File: src/rtl/alu_rr_scheduler.sv
// alu_rr_scheduler: round-robin arbiter sharing one ALU (req valid/ready in, alu_a/b/op out, alu_out in, per-requester rsp valid/ready out, busy)
package alu_pkg;
  localparam int OP_WIDTH = 3;
  typedef enum logic [OP_WIDTH-1:0] {OP_ADD, OP_SUB, OP_MUL, OP_AND, OP_OR, OP_XOR, OP_SHL, OP_PASS} op_t;
endpackage

module alu_rr_scheduler #(
  parameter int NUM_REQ = 4,
  parameter int DATA_WIDTH = 8,
  localparam int OUT_WIDTH = DATA_WIDTH*2,
  localparam int OP_WIDTH = alu_pkg::OP_WIDTH
) (
  input  logic                           clk,
  input  logic                           rst,
  input  logic [NUM_REQ-1:0]             req_valid,
  output logic [NUM_REQ-1:0]             req_ready,
  input  logic [NUM_REQ*DATA_WIDTH-1:0]  req_a,
  input  logic [NUM_REQ*DATA_WIDTH-1:0]  req_b,
  input  logic [NUM_REQ*OP_WIDTH-1:0]    req_op,
  output logic [NUM_REQ-1:0]             rsp_valid,
  input  logic [NUM_REQ-1:0]             rsp_ready,
  output logic [OUT_WIDTH-1:0]           rsp_data,
  output logic [DATA_WIDTH-1:0]          alu_a,
  output logic [DATA_WIDTH-1:0]          alu_b,
  output logic [OP_WIDTH-1:0]            alu_op,
  input  logic [OUT_WIDTH-1:0]           alu_out,
  output logic                           busy
);
  localparam int IW = $clog2(NUM_REQ);
  typedef enum logic [1:0] {IDLE, EXEC, RESP} state_t;
  state_t state, state_n;
  logic [IW-1:0] ptr, gnt, win;
  logic [IW:0] s, idx;
  logic found;
  logic [DATA_WIDTH-1:0] a_arr [NUM_REQ];
  logic [DATA_WIDTH-1:0] b_arr [NUM_REQ];
  logic [OP_WIDTH-1:0] op_arr [NUM_REQ];
  for (genvar i = 0; i < NUM_REQ; i++) begin : g_unpack
    assign a_arr[i] = req_a[i*DATA_WIDTH +: DATA_WIDTH];
    assign b_arr[i] = req_b[i*DATA_WIDTH +: DATA_WIDTH];
    assign op_arr[i] = req_op[i*OP_WIDTH +: OP_WIDTH];
  end
  always_comb begin
    win = '0;
    found = 1'b0;
    s = '0;
    idx = '0;
    for (int k = NUM_REQ-1; k >= 0; k--) begin
      s = {1'b0, ptr} + (IW+1)'(k);
      idx = s >= (IW+1)'(NUM_REQ) ? s - (IW+1)'(NUM_REQ) : s;
      if (req_valid[idx[IW-1:0]]) begin
        win = idx[IW-1:0];
        found = 1'b1;
      end
    end
  end
  always_comb begin
    state_n = state;
    req_ready = (state == IDLE && found && !rst) ? NUM_REQ'(1) << win : '0;
    rsp_valid = state == RESP ? NUM_REQ'(1) << gnt : '0;
    busy = state != IDLE;
    state_n = state == IDLE ? (found ? EXEC : IDLE) : state == EXEC ? RESP : (rsp_ready[gnt] ? IDLE : RESP);
  end
  always_ff @(posedge clk)
    if (rst) state <= IDLE;
    else state <= state_n;
  always_ff @(posedge clk) begin
    if (rst) begin
      ptr <= '0;
      gnt <= '0;
      alu_a <= '0;
      alu_b <= '0;
      alu_op <= '0;
      rsp_data <= '0;
    end else begin
      if (state == IDLE && found) begin
        gnt <= win;
        alu_a <= a_arr[win];
        alu_b <= b_arr[win];
        alu_op <= op_arr[win];
      end
      if (state == EXEC) rsp_data <= alu_out;
      if (state == RESP && rsp_ready[gnt]) ptr <= gnt == IW'(NUM_REQ-1) ? '0 : gnt + 1'b1;
    end
  end
endmodule

File: config.mk
export PLATFORM = sky130hd
export DESIGN_NAME = alu_rr_scheduler
export DESIGN_NICKNAME = d
export VERILOG_FILES = /design/src/rtl/alu_rr_scheduler.sv
export SDC_FILE = /design/constraint.sdc
export NUM_CORES = 1
export LEC_CHECK = 0
export BUFFER_PORTS_ARGS = -buffer_cell sky130_fd_sc_hd__buf_2
export CAP_MARGIN = 20
export CORE_ASPECT_RATIO = 0.7
export CORE_UTILIZATION = 45
export DETAILED_ROUTE_END_ITERATION = 8
export PLACE_DENSITY_LB_ADDON = 0.25
export SKIP_CTS_REPAIR_TIMING = 1
export SLEW_MARGIN = 25
export SYNTH_ARGS = -nofsm -noshare
export SYNTH_HDL_FRONTEND = slang
export SYNTH_SLANG_ARGS = --single-unit
File: constraint.sdc
create_clock -name clk -period 3.4 [get_ports clk]
set_input_delay 0.68 -clock clk [delete_from_list [all_inputs] [get_ports clk]]
set_output_delay 0.68 -clock clk [all_outputs]
set_load 0.03 [all_outputs]
Word-level counts from Yosys, hierarchy flattened
Cells that the tools add are included.

Register bits after elaboration: 41. Latch bits: 0. Memory bits (writable): 0. Memory bits (read-only): 0. Output and inout port bits: 44. Memories kept: 0.

Add/subtract/negate cells: 8. Multiply operators: 0. Divide/modulo/power cells: 0. Order comparisons: 10. Equal/unequal tests: 3. Shifts and indexed selects: 2. Muxes and demuxes: 38. Bitwise operators: 1. Reductions and logical operators: 6.

Operators with widths (count): $bmux 8 s2 (2); $mux 8 (4); $mux 2 (12); $lt 2x3->1 const B (5); $ge 3x3->1 const B (4); $bmux 1 s2 (5); $mux 1 (10); $mux 4 (2); $shl 1x2->4 const A (2); $sub 2x1->2 const B (4); $add 2x2->3 const B (2); $bmux 3 s2 (1); $mux 3 (2); $eq 2x2->1 const B (2); $add 2x1->3 const B (1); $ge 2x3->1 const B (1); $logic_and 1x1->1 (3); $not 2->3 (1); $add 2x1->2 const B (1); $eq 2x1->1 const B (1); $logic_not 2->1 (1); $reduce_bool 2->1 (1); $logic_not 1->1 (1).

Depth between registers and ports, before layout
Gate-level depths: netlist (run 1).

Word-level depth: 13. Mapped depth: 7.

Least setup slack after synthesis (run 1)
Ideal clock, no wire load.

Path type: input-to-output. From: in req_valid[0]. To: out req_ready[1]. Arrival: 2.049 ns. Required time: 2.720 ns. Setup slack: 0.671 ns. Stages: 6. Path buffers: 1. Cells stage by stage: nor2b_1 or4_4 nand2_4 buf_8 inv_2 nor2_1.

Longest elaborated chain between the ends: 9. Elaborated cells between the ends (all ways): 20.

RTL lines: start, declared (RTL line 15) `input logic [NUM_REQ-1:0] req_valid,`; $bmux 1 s2 (RTL line 51) `if (req_valid[idx[IW-1:0]]) begin`; $mux 1 (implied by the code) (RTL line 51); $mux 1 (4 in series) (RTL line 51); $logic_and 1x1->1 (2 in series) (RTL line 59) `req_ready = (state == IDLE && found && !rst) ? NUM_REQ'(1) << win : '0;`; $mux 4 (*) (RTL line 59); end, declared (RTL line 16) `output logic [NUM_REQ-1:0] req_ready,`.

Mark *: on every way between the ends. The rest lies on a longest branch, timed or not. The select of a mux whose other input is x is not followed.

Worst setup path in the final report (run 1)
From: in req_valid[3]. To: out req_ready[2].

Same word-level chain as after synthesis.

==> results of run 1 <==
-- through the flow --
stage / hold WS (ps) / total power [mW]
finish: 453 / 1.40
global placement: 438 / 1.02
floorplan: 459 / 0.897
global route: 480 / 1.48
CTS: 456 / 1.42
detailed placement: 442 / 1.03
-- power breakdown --
part	switching (mW)	internal, mW
logic	0.277	0.173
registers	0.0306	0.535
clock network	0.170	0.220
-- routing by layer --
layer / wire [um] / share of wire, % / GRT usage (%)
met1: 2440 / 46 / 25.6
met2: 2440 / 46 / 33.3
met3: 353 / 6.7 / 5.85
met4: 55 / 1.0 / 7.14
met5: 0 / 0 / 0
-- final cells by class --
type | instances | area share (%)
well taps | 66 | 2.71
inverters | 5 | 0.617
multi-input cells | 169 | 41.1
flip-flops and latches | 41 | 27.0
clock buffers | 5 | 2.26
clock inverters | 3 | 1.52
repair buffers | 149 | 24.8
-- registers in the layout, summed over array words and instances (netlist names) --
| register | cells |
|---|---|
| state | 2 |
| alu_op | 3 |
| ptr | 2 |
| alu_b | 8 |
| gnt | 2 |
| alu_a | 8 |
| rsp_data | 16 |
-- final timing paths --
kind / to / start / slack, ps / depth (start not counted)
max: req_ready[2] / req_valid[3] / 710 / 6
min reg2reg: rsp_data[14]$_SDFFE_PP0N_ / rsp_data[14]$_SDFFE_PP0N_ / 450 / 2
min: rsp_data[14]$_SDFFE_PP0N_ / rsp_data[14]$_SDFFE_PP0N_ / 450 / 2
max reg2reg: alu_op[1]$_SDFFE_PP0P_ / ptr[0]$_SDFFE_PP0P_ / 1260 / 6
-- cell usage in the layout, fill, tap and decap left out --
cell type | synthesis | routed
nand2_1 | 54 | 54
bufinv_16 | 0 | 1
nand2b_1 | 2 | 2
o22a_1 | 1 | 1
and2_1 | 4 | 4
o221ai_1 | 2 | 2
nor2_1 | 11 | 11
a211oi_1 | 1 | 1
o221ai_2 | 18 | 18
clkinvlp_4 | 0 | 1
inv_2 | 1 | 1
a21o_1 | 1 | 1
nor2b_1 | 6 | 5
or3_1 | 1 | 1
clkinv_4 | 0 | 1
mux4_2 | 1 | 1
inv_1 | 4 | 4
o41ai_2 | 1 | 1
ha_1 | 4 | 4
dfxtp_1 | 41 | 41
buf_4 | 0 | 4
clkbuf_8 | 0 | 5
nor2b_2 | 0 | 1
buf_2 | 6 | 145
nand2_4 | 1 | 1
mux2i_1 | 40 | 40
or4_4 | 1 | 1
a21oi_1 | 20 | 20
-- cells by family after synthesis --
group                      after synthesis  synth area share (%)
AOI/OAI and AO/OA                       44                  19.3
adders and majority gates                4                  2.26
buffers and inverters                   21                  6.61
DFF                                     41                  37.0
muxes                                   41                  19.1
and+or+nand+nor                         80                  15.7
-- worst max-delay path: stages --
cell and delay, ps:
buf_2 120, o41ai_2 520, nor2_1 140, nand2_1 280
nor2_1 70, buf_2 180
==> impl_metrics.ini, run 1 <==
[outcome]
status = finished, final reports clean

[clock_tree]
clk_path_buf_depth = 2
clkTransAtPathRegs_ps = 80
cts-root-buf = clkbuf_8
cts_tree = yes
clkSinkCount = 41
htree_levels = 2
cts_buffers = 5
clk_latency_ps = 290

[global_routing]
grt_usage_pct = 20.1
grt_antenna_before_repair = 0
grt_pass1_wl_mm = 8.12
grt_start_max_net_pins = 34
first_global_vias = 1854
overflow = 0

[finish]
antenna_cells = 0
syn_to_final_growth_pct = 37.4
nFillCells = 377
multi_input_area_sq_um = 1250
utilization_pct = 67.2
drive_gt1_share_pct = 48.7
design_area_sq_um = 3040
final_nets = 477
register_area_sq_um = 821
instances_no_fill = 438

[floorplan]
initial_core_util_pct = 48.9
num_rows = 20
die_w_um = 85.9
dieArea_sq_um = 5210
core_area_sq_um = 4530
ios = 146
dieHeight_um = 60.7

[route]
dr.pass1.iters = 4
routed_via_density = 4.80
wire_per_inst_um = 12.1
drc = 0
drt_iter0_drc = 54
totalWireLength_mm = 5.29
num_vias = 2102
route.antenna.remaining_nets = 0

[placement]
placed_area_sq_um = 2930
dpl_worst_slack_ps = 690
place_inst = 430
place.gp.congestion = 0.715
portBuffers = 145
hpwl_mm = 4.13

[synth]
syn-cell-area_sq_um = 2220
ys_ff_latch = 41
synth-seq-area-share_pct = 37.0
yosys-top-cells-area = dfxtp_1 (37%), mux2i_1 (18%), o221ai_2 (12%)
synth_top_cell_area_share_pct = 37.0
yosysWarnings = 0
yosysMostFrequentCell = nand2_1
yosysUniqueCellTypes = 25
synth.avg_cell_area_sq_um = 9.59
synthCells = 231
synth_ff_type = dfxtp_1
synth_edf_count = 0
synth_common_cells = nand2_1 (54), dfxtp_1 (41), mux2i_1 (40), a21oi_1 (20), o221ai_2 (18)
synthesis.nets = 337
synth.largest_area_cell = dfxtp_1
ys_async_sr_fraction_pct = 0

[sta]
timing.final.crit_share_pct = 79.1
fin_setup_tns_ps = 0
slew_headroom_pct = 58.6
timing.final.ws_setup_ps = 711
finClkSkew_ps = 10.6
drv_slew = 0
timing.fmax_ghz = 0.372
hold_violations = 0
min_period_ps = 2690
rsz0062_at_grt = false
worst_pin_slew_ps = 618
finalSetupViolCount = 0

[power_and_ir_drop]
leakage_nw = 1.48
peakVddDrop_v = 0.000291
p_per_area_nw_per_um2 = 461

[setup_path]
setup.worst_path.end_class = primary output
criticalPathCategory = input pin to primary output
start_kind = input pin
critPathRequiredTime_ps = 2720
worst-path-max-fanout = 7
cp.arrival_ps = 2010

[min_path]
hold_path.class = flip-flop to flip-flop

[job]
drv_cap = 0
Power figures use the tool's default switching activity.
==> run 2: changes to the inputs <==
CORE_UTILIZATION = 42   (was 45)
clock period = 2.75 ns   (was 3.4 ns; I/O delays follow)
==> run 2 against run 1 <==
- die area rose by 6.9%
- setup slack worse by 300 ps
- power up 25%
==> impl_metrics.ini, run 2 (same netlist as run 1, synthesis figures left out) <==
[outcome]
status = finished, final reports clean

[clock_tree]
htree_levels = 2
cts_tree = yes
cts-root-buf = clkbuf_8
clk_path_buf_depth = 2
clkSinkCount = 41
cts_buffers = 5
clkTransAtPathRegs_ps = 90
clk_latency_ps = 300

[sta]
finalSetupViolCount = 0
worst_pin_slew_ps = 600
min_period_ps = 2340
drv_slew = 0
hold_ws_ps = 460
slew_headroom_pct = 60.0
fin_setup_tns_ps = 0
finClkSkew_ps = 10.4
hold_violations = 0
timing.fmax_ghz = 0.428
timing.final.crit_share_pct = 85.0
rsz0062_at_grt = false

[min_path]
hold_path.class = flip-flop to flip-flop
min_from = rsp_data[5]$_SDFFE_PP0N_
hold_depth = 2
holdPathEnd = rsp_data[5]$_SDFFE_PP0N_

[placement]
place_inst = 436
hpwl_mm = 4.35
portBuffers = 145
place.gp.congestion = 0.776

[global_routing]
grt_pass1_wl_mm = 9.39
grt_usage_pct = 21.2
grt_start_max_net_pins = 25
overflow = 0
first_global_vias = 2210
grt_antenna_before_repair = 0

[floorplan]
die_w_um = 88.8
dieArea_sq_um = 5570
ios = 146
core_area_sq_um = 4910
dieHeight_um = 62.8
num_rows = 21
initial_core_util_pct = 45.1

[power_and_ir_drop]
power_frac_clock_pct = 28.0
p_per_area_nw_per_um2 = 573
seq_power_share_pct = 39.8
p_int_mw = 1.15
peakVddDrop_v = 0.000292
power_mw = 1.76
swShare_pct = 34.4
switchingPower_mw = 0.604
leakage_nw = 1.49
power_frac_comb_pct = 32.2

[route]
drt_iter0_drc = 28
drc = 0
totalWireLength_mm = 5.65
num_vias = 2179
routed_via_density = 4.91
dr.pass1.iters = 3
route.antenna.remaining_nets = 0
wire_per_inst_um = 12.7

[setup_path]
r2r_slack_ps = 740
cpPeakStageDelay_ps = 510
start_kind = input pin
cp.arrival_ps = 1790
crit_chain = buf_2, nor2b_1, or4_4, nand2_4, inv_2, nor2_1, buf_2
r2r_start = ptr[0]$_SDFFE_PP0P_
worst-path-max-fanout = 7
r2r_end = alu_b[4]$_SDFFE_PP0P_
cpMostUsedCell = buf_2
setup.worst_path.end_class = primary output
criticalPathCategory = input pin to primary output
slowest_stage = or4_4
ff2ff_path_depth = 6
crit_start = req_valid[0]
critPathRequiredTime_ps = 2200

[finish]
utilization_pct = 62.4
mostFrequentLayoutCells = buf_2 (145), nand2_1 (54), dfxtp_1 (41)
top_regs = rsp_data (16), alu_a (8), alu_b (8)
syn_to_final_growth_pct = 38.5
antenna_cells = 0
register_area_sq_um = 821
instances_no_fill = 444
drive_gt1_share_pct = 48.8
final_common_cell = buf_2
largest_register = rsp_data
final_nets = 480
largest_reg_flops = 16
nFillCells = 445
multi_input_area_sq_um = 1250

[job]
drv_cap = 0
run 2: metal layers:
metal | wire length [um] | vias to the layer above | track usage, % | share of wire [%]
li1 | - | 1099 | - | -
met1 | 2450 | 991 | 24.6 | 43
met2 | 2660 | 80 | 37.2 | 47
met3 | 457 | 9 | 5.81 | 8.1
met4 | 78 | 0 | 7.26 | 1.4
met5 | 0 | - | 0 | 0
run 2: area by class of cell:
| cell class | count | share of cell area (%) |
|---|---|---|
| flip-flops and latches | 41 | 26.8 |
| well taps | 69 | 2.81 |
| clock inverters | 3 | 1.51 |
| multi-input cells | 169 | 40.7 |
| clock buffers | 5 | 2.24 |
| repair buffers | 152 | 25.4 |
| inverters | 5 | 0.612 |
run 2: worst max-delay path by stage:
stage	end	slack, ps	depth (start not counted)
6_report	req_ready[3]	410	7
5_1_grt	req_ready[1]	310	7
4_1_cts	req_ready[3]	410	7
3_5_place_dp	alu_b[4]$_SDFFE_PP0P_	360	7
3_3_place_gp	alu_b[5]$_SDFFE_PP0P_	430	7
2_1_floorplan	req_ready[1]	280	6
run 2: power groups by stage:
stage | clock network, mW | logic [mW] | registers [mW]
after CTS | 0.503 | 0.572 | 0.700
after detailed placement | 0 | 0.571 | 0.712
after global placement | 0 | 0.563 | 0.713
after floorplan | 0 | 0.282 | 0.827
after global routing | 0.528 | 0.617 | 0.710
final | 0.492 | 0.566 | 0.699
run 2: critical path, delay by kind of cell:
| kind | cells | cell delay [ps] |
|---|---|---|
| and+or+nand+nor | 4 | 860 |
| buffers and inverters | 3 | 370 |
run 2: metrics by stage:
| stage | instance area [sq um] | setup slack [ps] |
|---|---|---|
| 2_1_floorplan | 2220 | 281 |
| 3_3_place_gp | 2950 | 426 |
| 3_5_place_dp | 2950 | 359 |
| 4_1_cts | 3070 | 412 |
| 5_1_grt | 3070 | 308 |
| 6_report | 3070 | 413 |
